## config.mk

```make
export PLATFORM = sky130hd
export DESIGN_NAME = uart_cmd_ctrl
export DESIGN_NICKNAME = d
export VERILOG_FILES = /design/src/rtl/uart_ctrl_pkg.sv /design/src/rtl/uart_byte_strobe.sv /design/src/rtl/uart_cmd_ctrl.sv
export SDC_FILE = /design/constraint.sdc
export NUM_CORES = 1
export LEC_CHECK = 0
export CORE_MARGIN = 2
export CORE_UTILIZATION = 30
export DETAILED_ROUTE_END_ITERATION = 16
export DONT_BUFFER_PORTS = 1
export SYNTH_ARGS = -nofsm -noshare
export SYNTH_HDL_FRONTEND = slang
export SYNTH_SLANG_ARGS = --single-unit
```

## constraint.sdc

```tcl
create_clock -name uart_clock -period 2.82 [get_ports uart_clock]
set_input_delay 0.282 -clock uart_clock [delete_from_list [all_inputs] [get_ports uart_clock]]
set_output_delay 0.282 -clock uart_clock [all_outputs]
set_load 0.01 [all_outputs]
```

## src/rtl/uart_ctrl_pkg.sv

```systemverilog
// Shared types and constants for the UART command controller.
package uart_ctrl_pkg;

   typedef enum logic [2:0] {
      ST_IDLE      = 3'd0,
      ST_CMD       = 3'd1,
      ST_PAYLOAD   = 3'd2,
      ST_CHECK     = 3'd3,
      ST_ISSUE     = 3'd4,
      ST_WAIT_DONE = 3'd5
   } ctrl_state_t;

   localparam logic [7:0] CMD_MUL      = 8'h01;
   localparam logic [7:0] CMD_SET_BAUD = 8'h02;

   localparam logic [1:0] ERR_NONE    = 2'd0;
   localparam logic [1:0] ERR_CSUM    = 2'd1;
   localparam logic [1:0] ERR_CMD     = 2'd2;
   localparam logic [1:0] ERR_TIMEOUT = 2'd3;

   localparam logic [1:0] BAUD_9600 = 2'b00;
   localparam logic [1:0] BAUD_115K = 2'b01;
   localparam logic [1:0] BAUD_1M   = 2'b10;
   localparam logic [1:0] BAUD_4M   = 2'b11;

endpackage

```

## src/rtl/uart_byte_strobe.sv

```systemverilog
// Turns the level-held receiver valid into a one-cycle byte strobe and keeps
// the most recently accepted byte.
module uart_byte_strobe (
   input  logic       clk,
   input  logic       rst_n,
   input  logic       rx_valid,
   input  logic [7:0] rx_data,
   output logic       byte_stb,
   output logic [7:0] byte_data
);

   logic       rx_valid_q, rx_valid_d;
   logic [7:0] data_q, data_d;

   // byte_data is rx_data on the strobe cycle itself, otherwise the held copy
   always_comb begin
      rx_valid_d = rx_valid;
      byte_stb   = rx_valid & ~rx_valid_q;
      data_d     = byte_stb ? rx_data : data_q;
      byte_data  = data_d;
   end

   always_ff @(posedge clk or negedge rst_n) begin
      if (!rst_n) begin
         rx_valid_q <= 1'b0;
         data_q     <= '0;
      end else begin
         rx_valid_q <= rx_valid_d;
         data_q     <= data_d;
      end
   end

endmodule

```

## src/rtl/uart_cmd_ctrl.sv

```systemverilog
// Frame parser behind the UART receiver: runs MUL commands through the
// multiplier and owns the receiver baud select register.
module uart_cmd_ctrl
   import uart_ctrl_pkg::*;
#(
   parameter int unsigned OP_WIDTH       = 8,
   parameter logic [7:0]  SYNC_BYTE      = 8'hA5,
   parameter logic [23:0] TIMEOUT_CYCLES = 24'd1000000
) (
   input  logic                  uart_clock,
   input  logic                  uart_reset,
   input  logic [7:0]            rx_data,
   input  logic                  rx_valid,
   output logic [1:0]            freq_control,
   output logic [OP_WIDTH-1:0]   mul_a,
   output logic [OP_WIDTH-1:0]   mul_b,
   output logic                  mul_start,
   input  logic                  mul_done,
   input  logic [2*OP_WIDTH-1:0] mul_result,
   output logic [2*OP_WIDTH-1:0] result,
   output logic                  result_valid,
   output logic                  busy,
   output logic [1:0]            err_code,
   output logic                  err_pulse
);

   localparam int unsigned OP_BYTES = OP_WIDTH / 8;
   localparam int unsigned CNT_W    = $clog2(2 * OP_BYTES) + 1;
   localparam logic [CNT_W-1:0] NEED_MUL  = CNT_W'(2 * OP_BYTES);
   localparam logic [CNT_W-1:0] NEED_BAUD = CNT_W'(1);
   localparam logic [23:0]      TMO_LAST  = TIMEOUT_CYCLES - 24'd1;

   logic       byte_stb;
   logic [7:0] byte_data;

   uart_byte_strobe u_byte_strobe (
      .clk       (uart_clock),
      .rst_n     (uart_reset),
      .rx_valid  (rx_valid),
      .rx_data   (rx_data),
      .byte_stb  (byte_stb),
      .byte_data (byte_data)
   );

   ctrl_state_t           state_q, state_d;
   logic [7:0]            cmd_q, cmd_d;
   logic [7:0]            csum_q, csum_d;
   logic [CNT_W-1:0]      cnt_q, cnt_d;
   logic [2*OP_WIDTH-1:0] shreg_q, shreg_d;
   logic [1:0]            baud_byte_q, baud_byte_d;
   logic [23:0]           tmo_q, tmo_d;
   logic [1:0]            freq_q, freq_d;
   logic [OP_WIDTH-1:0]   mul_a_q, mul_a_d;
   logic [OP_WIDTH-1:0]   mul_b_q, mul_b_d;
   logic                  mul_start_q, mul_start_d;
   logic [2*OP_WIDTH-1:0] result_q, result_d;
   logic                  result_valid_q, result_valid_d;
   logic [1:0]            err_code_q, err_code_d;
   logic                  err_pulse_q, err_pulse_d;
   logic [CNT_W-1:0]      need;
   logic                  tmo_hit;

   always_comb begin
      state_d        = state_q;
      cmd_d          = cmd_q;
      csum_d         = csum_q;
      cnt_d          = cnt_q;
      shreg_d        = shreg_q;
      baud_byte_d    = baud_byte_q;
      freq_d         = freq_q;
      mul_a_d        = mul_a_q;
      mul_b_d        = mul_b_q;
      mul_start_d    = 1'b0;
      result_d       = result_q;
      result_valid_d = 1'b0;
      err_code_d     = err_code_q;
      err_pulse_d    = 1'b0;
      need           = (cmd_q == CMD_MUL) ? NEED_MUL : NEED_BAUD;
      tmo_hit        = (tmo_q == TMO_LAST);

      case (state_q)
         ST_IDLE: begin
            if (byte_stb && byte_data == SYNC_BYTE) begin
               state_d = ST_CMD;
               csum_d  = '0;
            end
         end
         ST_CMD: begin
            if (byte_stb) begin
               cmd_d  = byte_data;
               csum_d = byte_data;
               cnt_d  = '0;
               if (byte_data == CMD_MUL || byte_data == CMD_SET_BAUD) begin
                  state_d = ST_PAYLOAD;
               end else begin
                  err_code_d  = ERR_CMD;
                  err_pulse_d = 1'b1;
                  state_d     = ST_IDLE;
               end
            end else if (tmo_hit) begin
               err_code_d  = ERR_TIMEOUT;
               err_pulse_d = 1'b1;
               state_d     = ST_IDLE;
            end
         end
         ST_PAYLOAD: begin
            if (byte_stb) begin
               csum_d = csum_q ^ byte_data;
               cnt_d  = cnt_q + CNT_W'(1);
               if (cmd_q == CMD_MUL) shreg_d = {shreg_q[2*OP_WIDTH-9:0], byte_data};
               else                  baud_byte_d = byte_data[1:0];
               if (cnt_q == need - CNT_W'(1)) state_d = ST_CHECK;
            end else if (tmo_hit) begin
               err_code_d  = ERR_TIMEOUT;
               err_pulse_d = 1'b1;
               state_d     = ST_IDLE;
            end
         end
         ST_CHECK: begin
            if (byte_stb) begin
               if (byte_data != csum_q) begin
                  err_code_d  = ERR_CSUM;
                  err_pulse_d = 1'b1;
                  state_d     = ST_IDLE;
               end else if (cmd_q == CMD_SET_BAUD) begin
                  freq_d  = baud_byte_q;
                  state_d = ST_IDLE;
               end else begin
                  mul_a_d = shreg_q[2*OP_WIDTH-1:OP_WIDTH];
                  mul_b_d = shreg_q[OP_WIDTH-1:0];
                  state_d = ST_ISSUE;
               end
            end else if (tmo_hit) begin
               err_code_d  = ERR_TIMEOUT;
               err_pulse_d = 1'b1;
               state_d     = ST_IDLE;
            end
         end
         ST_ISSUE: begin
            mul_start_d = 1'b1;
            state_d     = ST_WAIT_DONE;
            if (byte_stb) begin
               err_code_d  = ERR_TIMEOUT;
               err_pulse_d = 1'b1;
            end
         end
         ST_WAIT_DONE: begin
            // an overrun byte is reported but does not abandon the multiply
            if (byte_stb) begin
               err_code_d  = ERR_TIMEOUT;
               err_pulse_d = 1'b1;
            end
            if (mul_done) begin
               result_d       = mul_result;
               result_valid_d = 1'b1;
               state_d        = ST_IDLE;
            end else if (!byte_stb && tmo_hit) begin
               err_code_d  = ERR_TIMEOUT;
               err_pulse_d = 1'b1;
               state_d     = ST_IDLE;
            end
         end
         default: state_d = ST_IDLE;
      endcase

      if (byte_stb || state_d != state_q) tmo_d = '0;
      else if (state_q == ST_CMD || state_q == ST_PAYLOAD ||
               state_q == ST_CHECK || state_q == ST_WAIT_DONE) tmo_d = tmo_q + 24'd1;
      else tmo_d = '0;
   end

   always_ff @(posedge uart_clock or negedge uart_reset) begin
      if (!uart_reset) begin
         state_q        <= ST_IDLE;
         cmd_q          <= '0;
         csum_q         <= '0;
         cnt_q          <= '0;
         shreg_q        <= '0;
         baud_byte_q    <= '0;
         tmo_q          <= '0;
         freq_q         <= BAUD_9600;
         mul_a_q        <= '0;
         mul_b_q        <= '0;
         mul_start_q    <= 1'b0;
         result_q       <= '0;
         result_valid_q <= 1'b0;
         err_code_q     <= ERR_NONE;
         err_pulse_q    <= 1'b0;
      end else begin
         state_q        <= state_d;
         cmd_q          <= cmd_d;
         csum_q         <= csum_d;
         cnt_q          <= cnt_d;
         shreg_q        <= shreg_d;
         baud_byte_q    <= baud_byte_d;
         tmo_q          <= tmo_d;
         freq_q         <= freq_d;
         mul_a_q        <= mul_a_d;
         mul_b_q        <= mul_b_d;
         mul_start_q    <= mul_start_d;
         result_q       <= result_d;
         result_valid_q <= result_valid_d;
         err_code_q     <= err_code_d;
         err_pulse_q    <= err_pulse_d;
      end
   end

   assign freq_control = freq_q;
   assign mul_a        = mul_a_q;
   assign mul_b        = mul_b_q;
   assign mul_start    = mul_start_q;
   assign result       = result_q;
   assign result_valid = result_valid_q;
   assign busy         = (state_q != ST_IDLE);
   assign err_code     = err_code_q;
   assign err_pulse    = err_pulse_q;

endmodule

```

==> results of run 1 <==
## power groups by stage
stage          clock network, mW  registers [mW]  logic (mW)
2_1_floorplan                  0            2.12       0.552
3_3_place_gp                   0            2.17       0.626
3_5_place_dp                   0            2.17       0.659
4_1_cts                     1.21            2.15       0.658
5_1_grt                     1.28            2.19       0.739
6_report                    1.15            2.15       0.651
## worst register-to-register path, cell delays in order, from the launching register on
cell	delay, ns
dfrtp_1	0.41
and2b_1	0.27
nand4_1	0.10
nor4_1	0.51
nand4_2	0.26
nand2b_4	0.35
mux2_4	0.37
## Yosys cell counts (3+ instances only)
library cell,count
nor3b_1,3
xor2_1,16
mux2_2,50
and3_1,4
xnor2_1,13
nor4_1,3
nor2b_1,3
buf_6,5
nor2_1,45
a31oi_1,6
nand3_1,17
mux2_4,9
o21ai_0,22
dfrtp_1,111
a32o_1,8
nand4_1,6
inv_1,7
and4_1,4
clkbuf_1,12
nand4b_1,3
nor3_1,8
nand2b_1,7
nand2_1,33
a21oi_1,5
## layout make-up
type | instances | area, um2 | share of cell area [%]
Clock inverter | 6 | 37.5 | 0.675
Tap cell | 220 | 275 | 4.95
Timing Repair Buffer | 9 | 70.1 | 1.26
Sequential cell | 111 | 2780 | 50.0
Clock buffer | 10 | 229 | 4.12
Multi-Input combinational cell | 298 | 2140 | 38.5
Inverter | 7 | 26.3 | 0.473
## final timing paths
kind                       slack (ns)                       to  cells past startpoint
setup / recovery                 0.43                 mul_a[1]                      6
hold / removal                  -0.38               result[11]                      0
setup reg to reg                 0.43                 mul_a[1]                      6
hold reg to reg                  0.49  u_byte_strobe.data_q[7]                      2
max in group asynchronous        3.00                 mul_a[7]                      0
min in group uart_clock          0.08                result[5]                      1
## registers in the layout, summed over array words and instances, names as in the netlist, 2 cells and up
register and count:
baud_byte_q 2, cmd_q 8, cnt_q 2, csum_q 8, err_code 2, freq_control 2
mul_a 8, mul_b 8, result 16, shreg_q 16, state_q 3, tmo_q 24
u_byte_strobe.data_q 8
## layer usage
layer | track usage (%) | part of all wire [%] | up-vias
met3 | 4.38 | 5.9 | 11
met5 | 0 | 0 | -
met1 | 15.1 | 44 | 1642
li1 | - | - | 1541
met4 | 3.92 | 1.3 | 0
met2 | 20.4 | 49 | 78
## cells by family (layout without fill, tap and decap cells)
group / after synthesis / after routing
mux: 61 / 61
simple gates: 151 / 151
compound gates: 56 / 56
flops: 111 / 111
buf+inv: 29 / 32
xor+xnor: 29 / 29
fa+ha+maj: 1 / 1
## metrics by stage
step / hold WS, ns / instances
4_1_cts: -0.397 / 661
6_report: -0.381 / 661
2_1_floorplan: -0.0136 / 438
5_1_grt: -0.409 / 661
3_5_place_dp: -0.0109 / 644
3_3_place_gp: -0.0107 / 644
==> summary.txt, run 1 <==
Synthesis
  • Synth Area in XOR/XNOR: 5.01%
  • Top_reg_cell synth: dfrtp_1
  • Simple-gate share of the synthesized area: 15.4%
  • Post-synthesis cell count: 438
  • Share of the synthesized area in the top cell type: 54.8%
  • Synth cell types: 54
  • Main combinational cell family by area after synthesis: simple AND/OR/NAND/NOR gates
  • Syn_nets: 467
  • Mapped Area: 0.00507 mm2
  • EDFF count, synth: 0
  • Ys async rst share: 100%
  • FF+latch count, synth: 111
  • Adder-cell share of the synthesized area: 0.247%
  • Compound-Gate Fraction of Synth Area: 7.45%
  • Multiplexer share of the synthesized area: 14.2%
  • Sequential area share after synthesis: 54.8%
  • Synth warn: 0
  • Top cells by area, synth: dfrtp_1, mux2_2, nor2_1, xor2_1, mux2_4
  • Avg Synthesized Cell Area: 11.6 um2
  • Leading area contributor after synthesis: dfrtp_1

Timing
  • Worst Skew: 0.00935 ns
  • Minimum clock period: 2.39 ns
  • RSZ-0062 raised after global routing: false
  • Max_slew headroom: 45.6%
  • Post-Route Setup TNS: 0 ns
  • # setup viols final: 0
  • Tcrit/Tclk final: 84.7%
  • WHS: -0.381 ns
  • Setup WS post-layout: 0.431 ns
  • Worst Tran Pin Value: 0.813 ns
  • Fmax: 419 MHz
  • Slew Viols, Final: 0
  • Final Hold Vio Count: 111

Critical path
  • Crit-path cells: and2b_1 -> nand4_1 -> nor4_1 -> nand4_2 -> nand2b_4 -> mux2_4
  • Worst Path Max Fanout: 17
  • Reg-to-reg startpoint: u_byte_strobe.rx_valid_q
  • Crit path required time: 3.05 ns
  • Worst stage delay on the critical path: 0.51 ns
  • Slowest cell on crit path: nor4_1
  • Setup crit end kind: flip-flop
  • Buffers & Inverters on Critical Path: 0
  • CP Launch Type: flip-flop
  • CP Class: flip-flop to flip-flop
  • Worst EP arrival: 2.62 ns
  • Crit. Startpoint: u_byte_strobe.rx_valid_q
  • CP top delay family: simple AND/OR/NAND/NOR gates

Pwr
  • Sw frac: 29.2%
  • Comb pwr share: 16.5%
  • Clk pwr share: 29.2%
  • PwrDens: 711 mW/mm2
  • Seq pwr share: 54.3%
  • Highest ir drop seen on vdd: 0.000417 V
  • P_int: 2.80 mW
  • Leak pwr: 2.46 nW
  • Switching power: 1.16 mW
  • Pwr Total: 3.95 mW

Drt
  • DR vias: 3272
  • Final ANT Viol Nets: 0
  • Post-DR vias/cell: 4.95
  • Drt pass-1 iters: 4
  • Drc violations: 0
  • Wirelength per Cell: 15.7 um
  • Initial DRC count: 160
  • Routed wire length: 10.4 mm

Die
  • Die ar.: 0.0180 mm2
  • Ports: 68
  • Starting Density: 30.7%
  • # rows: 47
  • Chip height: 134 um
  • Core ar.: 0.0165 mm2
  • Die width: 134 um

Place
  • Port buffer count: 0
  • RePlAce Congestion: 0.818
  • Post-DP Area: 0.00528 mm2
  • Hpwl dp: 7.06 mm
  • Setup WS pre-CTS: 0.428 ns

Clock network
  • H-tree depth: 3
  • Clock root buffer master: clkbuf_16
  • Hold bufs inserted after CTS: 1
  • CTS clk-pin slew, worst paths: 0.07 ns
  • CTS tree: done
  • Post_cts resized: 0
  • Sink Count: 111
  • Clock Latency Late Sink: 0.35 ns
  • CTS buffer count: 9
  • Max Root-Sink Buffers: 2
  • Post-CTS Setup Bufs: 0

Layout
  • Layout cells sized above 1: 20.0%
  • Fillers: 1650
  • Nets: 465
  • Most frequent cells in the layout: dfrtp_1, mux2_2, nor2_1, nand2_1, o21ai_0
  • Synthesis-to-layout area growth: 9.60%
  • Most common cell after layout, fill and taps aside: dfrtp_1
  • N_diodes: 0
  • Fin area: 0.00556 mm2
  • Utilization after layout: 33.6%

Job
  • Max cap viols: 0

GRT
  • GR Overflow Total: 0
  • Largest net degree at the start of global routing: 112
  • Antenna violations before repair: 0
  • GRT Util Overall: 12.3%
  • Vias in the first global route: 3370
  • First-pass GRT wire length: 17.4 mm

Status
  • Violated checks: negative hold slack
  • Status: finished with violations

Min path
  • Hold Path Class: primary input to asynchronous set/reset pin
Note: power is estimated with default switching activity, not from simulation.
==> run 2: changes to the inputs <==
clock period = 2.4 ns   (was 2.82 ns; I/O delays follow)
==> run 2 against run 1 <==
  * The run still ends with negative hold slack left
  * Cell count increased by 1.4%
  * Worst setup slack got worse by 0.24 ns
  * Sequential power up 18%
  * Sequential cell count unchanged
==> summary.txt, run 2 (same netlist as run 1, synthesis figures left out) <==
Timing
  • RSZ-0062 raised after global routing: false
  • Tcrit/Tclk final: 92.2%
  • Worst Skew: 0.00917 ns
  • Minimum clock period: 2.21 ns
  • WHS: -0.418 ns
  • Slew Viols, Final: 0
  • Final Hold Vio Count: 111
  • Max_slew headroom: 65.6%
  • # setup viols final: 0
  • Setup WS post-layout: 0.188 ns
  • Worst Tran Pin Value: 0.516 ns
  • Post-Route Setup TNS: 0 ns
  • Fmax: 452 MHz

Layout
  • Most frequent cells in the layout: dfrtp_1, mux2_2, nor2_1, nand2_1, o21ai_0
  • Synthesis-to-layout area growth: 11.6%
  • Layout cells sized above 1: 22.2%
  • Nets: 474
  • Most common cell after layout, fill and taps aside: dfrtp_1
  • Largest register by flop count: tmo_q
  • N_diodes: 0
  • Max reg flops: 24

Min path
  • Hold Path Class: primary input to asynchronous set/reset pin

Clock network
  • Max Root-Sink Buffers: 2
  • Hold bufs inserted after CTS: 1
  • CTS buffer count: 9
  • CTS clk-pin slew, worst paths: 0.08 ns
  • Clock Latency Late Sink: 0.35 ns
  • Sink Count: 111
  • Post-CTS Setup Bufs: 0
  • H-tree depth: 3
  • Clock root buffer master: clkbuf_16
  • CTS tree: done

Critical path
  • Setup crit end kind: flip-flop
  • Crit. Startpoint: u_byte_strobe.rx_valid_q
  • Reg-to-reg startpoint: u_byte_strobe.rx_valid_q
  • Worst Path Max Fanout: 17
  • Worst EP arrival: 2.44 ns
  • Slowest cell on crit path: dfrtp_1
  • Buffers & Inverters on Critical Path: 0
  • Crit-path cells: nand2b_1 -> a31o_1 -> a211oi_2 -> nand4_2 -> nand2b_4 -> mux2_4
  • R2r worst-path depth: 6
  • CP top delay family: simple AND/OR/NAND/NOR gates
  • CP Class: flip-flop to flip-flop
  • R2R Path End: mul_a[7]
  • Worst stage delay on the critical path: 0.41 ns
  • Crit path required time: 2.63 ns
  • Slack of the worst reg-to-reg path: 0.19 ns
  • CP Launch Type: flip-flop

Die
  • Die width: 134 um
  • Starting Density: 30.7%
  • Chip height: 134 um
  • # rows: 47
  • Die ar.: 0.0180 mm2
  • Core ar.: 0.0165 mm2
  • Ports: 68

Pwr
  • Highest ir drop seen on vdd: 0.000501 V
  • PwrDens: 851 mW/mm2
  • Leak pwr: 2.52 nW

GRT
  • First-pass GRT wire length: 17.9 mm
  • Vias in the first global route: 3462
  • Largest net degree at the start of global routing: 112
  • GR Overflow Total: 0
  • GRT Util Overall: 12.4%
  • Antenna violations before repair: 0

Job
  • Max cap viols: 0

Drt
  • Drc violations: 0
  • Final ANT Viol Nets: 0
  • DR vias: 3359
  • Wirelength per Cell: 16.0 um
  • Post-DR vias/cell: 5.01
  • Initial DRC count: 194
  • Drt pass-1 iters: 4
  • Routed wire length: 10.7 mm

Place
  • Port buffer count: 0
  • Hpwl dp: 7.47 mm
  • RePlAce Congestion: 0.818
  • Setup WS pre-CTS: 0.0393 ns

Status
  • Violated checks: negative hold slack
  • Status: finished with violations
run 2: cell types whose count changed in the layout (fill, tap and decap cells not counted), moves of 2 or more:
cell | before | now
buf_4 | 8 | 17
clkinv_2 | 3 | 1
clkinv_4 | 0 | 2
clkinvlp_4 | 3 | 1
run 2: report_power, final:
group	internal, mW	switching (mW)
Combinational	0.395	0.388
Sequential	2.20	0.327
Clock	0.816	0.689
Total	3.41	1.40
run 2: worst max-delay path by stage:
stage                              to  depth (start not counted)
after floorplan           shreg_q[10]                          5
after global placement       tmo_q[3]                          7
after detailed placement    tmo_q[18]                          7
after CTS                    tmo_q[6]                          7
after global routing         mul_a[7]                          7
final                        mul_a[7]                          6
run 2: area by class of cell:
cell class                 instances  area, um2
sequential                       111       2780
multi-input combinational        298       2150
clock inverter                     6       68.8
clock buffer                      10        229
tap                              220        275
inverter                           7       26.3
timing repair buffer              18        138
fill                            1658      10900
run 2: routing by layer:
layer | vias up | routed length, um | share of wire (%) | global-route usage (%)
li1 | 1564 | - | - | -
met1 | 1708 | 4690 | 44 | 15.2
met2 | 83 | 5290 | 49 | 21.1
met3 | 4 | 687 | 6.4 | 4.91
met4 | 0 | 56 | 0.52 | 1.93
met5 | - | 0 | 0 | 0
run 2: timing repair:
item	in CTS	in global routing
resized for setup	0	3
setup endpoints to repair	0	42
hold endpoints to repair	112	111
run 2: stage by stage:
stage	power, mW	std cells	instance area [um2]	hold slack [ns]	utilization [%]
2_1_floorplan	3.13	438	5070	-0.0556	-
3_3_place_gp	3.30	653	5350	-0.0528	32.4
3_5_place_dp	3.34	653	5350	-0.0530	32.4
4_1_cts	4.88	670	5660	-0.434	34.2
5_1_grt	5.11	670	5660	-0.447	34.3
6_report	4.82	670	5660	-0.418	34.3
==> run 3: changes to the inputs <==
CORE_UTILIZATION = 35   (was 30)
==> run 3 against run 2 <==
  * The run still ends with negative hold slack left
  * Design area increased by 0.22%
  * First-iteration DRC count decreased by 16%
  * Cell count decreased by 6.0%
  * Count of clock-buffer cells in the layout unchanged
  * Sequential power about the same
  * Routed wire length decreased by 1.2%
  * Core utilization increased by 6.1 points
  * Maximum frequency decreased by 0.65%
  * Critical path depth increased by 1
  * Sequential share of layout area decreased by 0.11 points
  * Critical endpoint is now tmo_q[7]
  * Highest routed layer unchanged
==> summary.txt, run 3 (same netlist as run 1, synthesis figures left out) <==
Pwr
  • Highest ir drop seen on vdd: 0.000379 V
  • P_int: 3.56 mW
  • Clk pwr share: 33.0%
  • PwrDens: 873 mW/mm2
  • Sw frac: 28.1%
  • Seq pwr share: 50.9%
  • Comb pwr share: 16.1%
  • Leak pwr: 2.55 nW
  • Switching power: 1.39 mW

Timing
  • Tcrit/Tclk final: 92.8%
  • Worst Tran Pin Value: 0.500 ns
  • Fmax: 449 MHz
  • Minimum clock period: 2.23 ns
  • Max_slew headroom: 66.4%
  • Worst Skew: 0.00898 ns
  • RSZ-0062 raised after global routing: false
  • Slew Viols, Final: 0
  • WHS: -0.426 ns
  • Final Hold Vio Count: 111
  • Post-Route Setup TNS: 0 ns
  • Setup WS post-layout: 0.173 ns
  • # setup viols final: 0

Drt
  • DR vias: 3346
  • Wirelength per Cell: 16.8 um
  • Final ANT Viol Nets: 0
  • Drt pass-1 iters: 4
  • Routed wire length: 10.6 mm
  • Post-DR vias/cell: 5.31
  • Drc violations: 0
  • Initial DRC count: 163

Clock network
  • Post-CTS Setup Bufs: 0
  • Clock root buffer master: clkbuf_16
  • Max Root-Sink Buffers: 2
  • Clock Latency Late Sink: 0.35 ns
  • H-tree depth: 3
  • Sink Count: 111
  • CTS tree: done
  • Hold bufs inserted after CTS: 1
  • CTS clk-pin slew, worst paths: 0.07 ns
  • CTS buffer count: 9

Critical path
  • Worst stage delay on the critical path: 0.49 ns
  • Buffers & Inverters on Critical Path: 1
  • R2r worst-path depth: 7
  • CP Launch Type: flip-flop
  • Setup crit end kind: flip-flop
  • Worst Path Max Fanout: 24
  • Crit-path cells: nor4_1 -> nand4b_1 -> mux2i_1 -> o21ai_1 -> a21o_1 -> buf_4 -> nor2_1
  • Slowest cell on crit path: nor4_1
  • Crit path required time: 2.68 ns
  • Worst EP arrival: 2.50 ns
  • Crit path depth: 7
  • CP top delay family: simple AND/OR/NAND/NOR gates
  • CP Class: flip-flop to flip-flop

Layout
  • N_diodes: 0
  • Max reg flops: 24
  • Nets: 475
  • Synthesis-to-layout area growth: 11.9%
  • Most frequent cells in the layout: dfrtp_1, mux2_2, nor2_1, nand2_1, o21ai_0
  • Largest register by flop count: tmo_q
  • Most common cell after layout, fill and taps aside: dfrtp_1
  • Non-Filler Instances: 630
  • Layout cells sized above 1: 22.4%
  • Fin area: 0.00567 mm2

Die
  • Die width: 124 um
  • Ports: 68
  • Die ar.: 0.0155 mm2
  • # rows: 43
  • Core ar.: 0.0140 mm2
  • Starting Density: 36.1%
  • Chip height: 124 um

Place
  • # placed instances: 613
  • Port buffer count: 0
  • Post-DP Area: 0.00531 mm2
  • RePlAce Congestion: 0.824
  • Setup WS pre-CTS: 0.103 ns
  • Hpwl dp: 7.12 mm

GRT
  • First-pass GRT wire length: 17.5 mm
  • Largest net degree at the start of global routing: 112
  • Antenna violations before repair: 0
  • GRT Util Overall: 14.0%
  • GR Overflow Total: 0
  • Vias in the first global route: 3433

Job
  • Max cap viols: 0

Status
  • Status: finished with violations
  • Violated checks: negative hold slack

Min path
  • Hold Path Class: primary input to asynchronous set/reset pin
run 3: changes by cell type in the layout (fill, tap and decap cells not counted), sizes merged:
cell / before / now
inv: 8 / 9
clkinv: 3 / 0
nand2b: 8 / 9
bufinv: 1 / 2
run 3: cell type report:
cell class	instances	area, um2
clock buffer	10	239
fill	1345	8370
inverter	7	26.3
timing repair buffer	18	150
clock inverter	5	90.1
multi-input combinational	299	2170
sequential	111	2780
tap	180	225
run 3: worst paths after layout:
path,from,endpoint,slack [ns]
max in group asynchronous,uart_reset,tmo_q[9],2.65
setup reg to reg,cmd_q[3],tmo_q[7],0.17
min in group uart_clock,rx_data[1],cmd_q[1],0.03
hold reg to reg,u_byte_strobe.data_q[7],u_byte_strobe.data_q[7],0.51
hold / removal,uart_reset,cmd_q[3],-0.43
setup / recovery,cmd_q[3],tmo_q[7],0.17
run 3: layer usage:
metal | vias to the layer above | track usage, % | share of wire [%]
met1 | 1686 | 16.7 | 43
li1 | 1570 | - | -
met3 | 13 | 4.81 | 5.1
met2 | 77 | 23.8 | 50
met5 | - | 0 | 0
met4 | 0 | 4.16 | 1.4
run 3: repair_timing:
| action | 4_1_cts | 5_1_grt |
|---|---|---|
| resized for setup | 0 | 4 |
| setup endpoints to repair | 0 | 30 |
| hold endpoints to repair | 112 | 111 |
run 3: stage by stage:
stage	power, mW	util, %
2_1_floorplan	3.13	-
3_3_place_gp	3.32	37.8
3_5_place_dp	3.34	37.8
4_1_cts	5.01	40.2
5_1_grt	5.23	40.4
6_report	4.95	40.4
run 3: power by group through the flow:
stage	Clock, mW	Combinational (mW)	Sequential, mW
2_1_floorplan	0	0.648	2.49
3_3_place_gp	0	0.773	2.54
3_5_place_dp	0	0.792	2.55
4_1_cts	1.69	0.795	2.52
5_1_grt	1.77	0.889	2.57
6_report	1.64	0.797	2.52
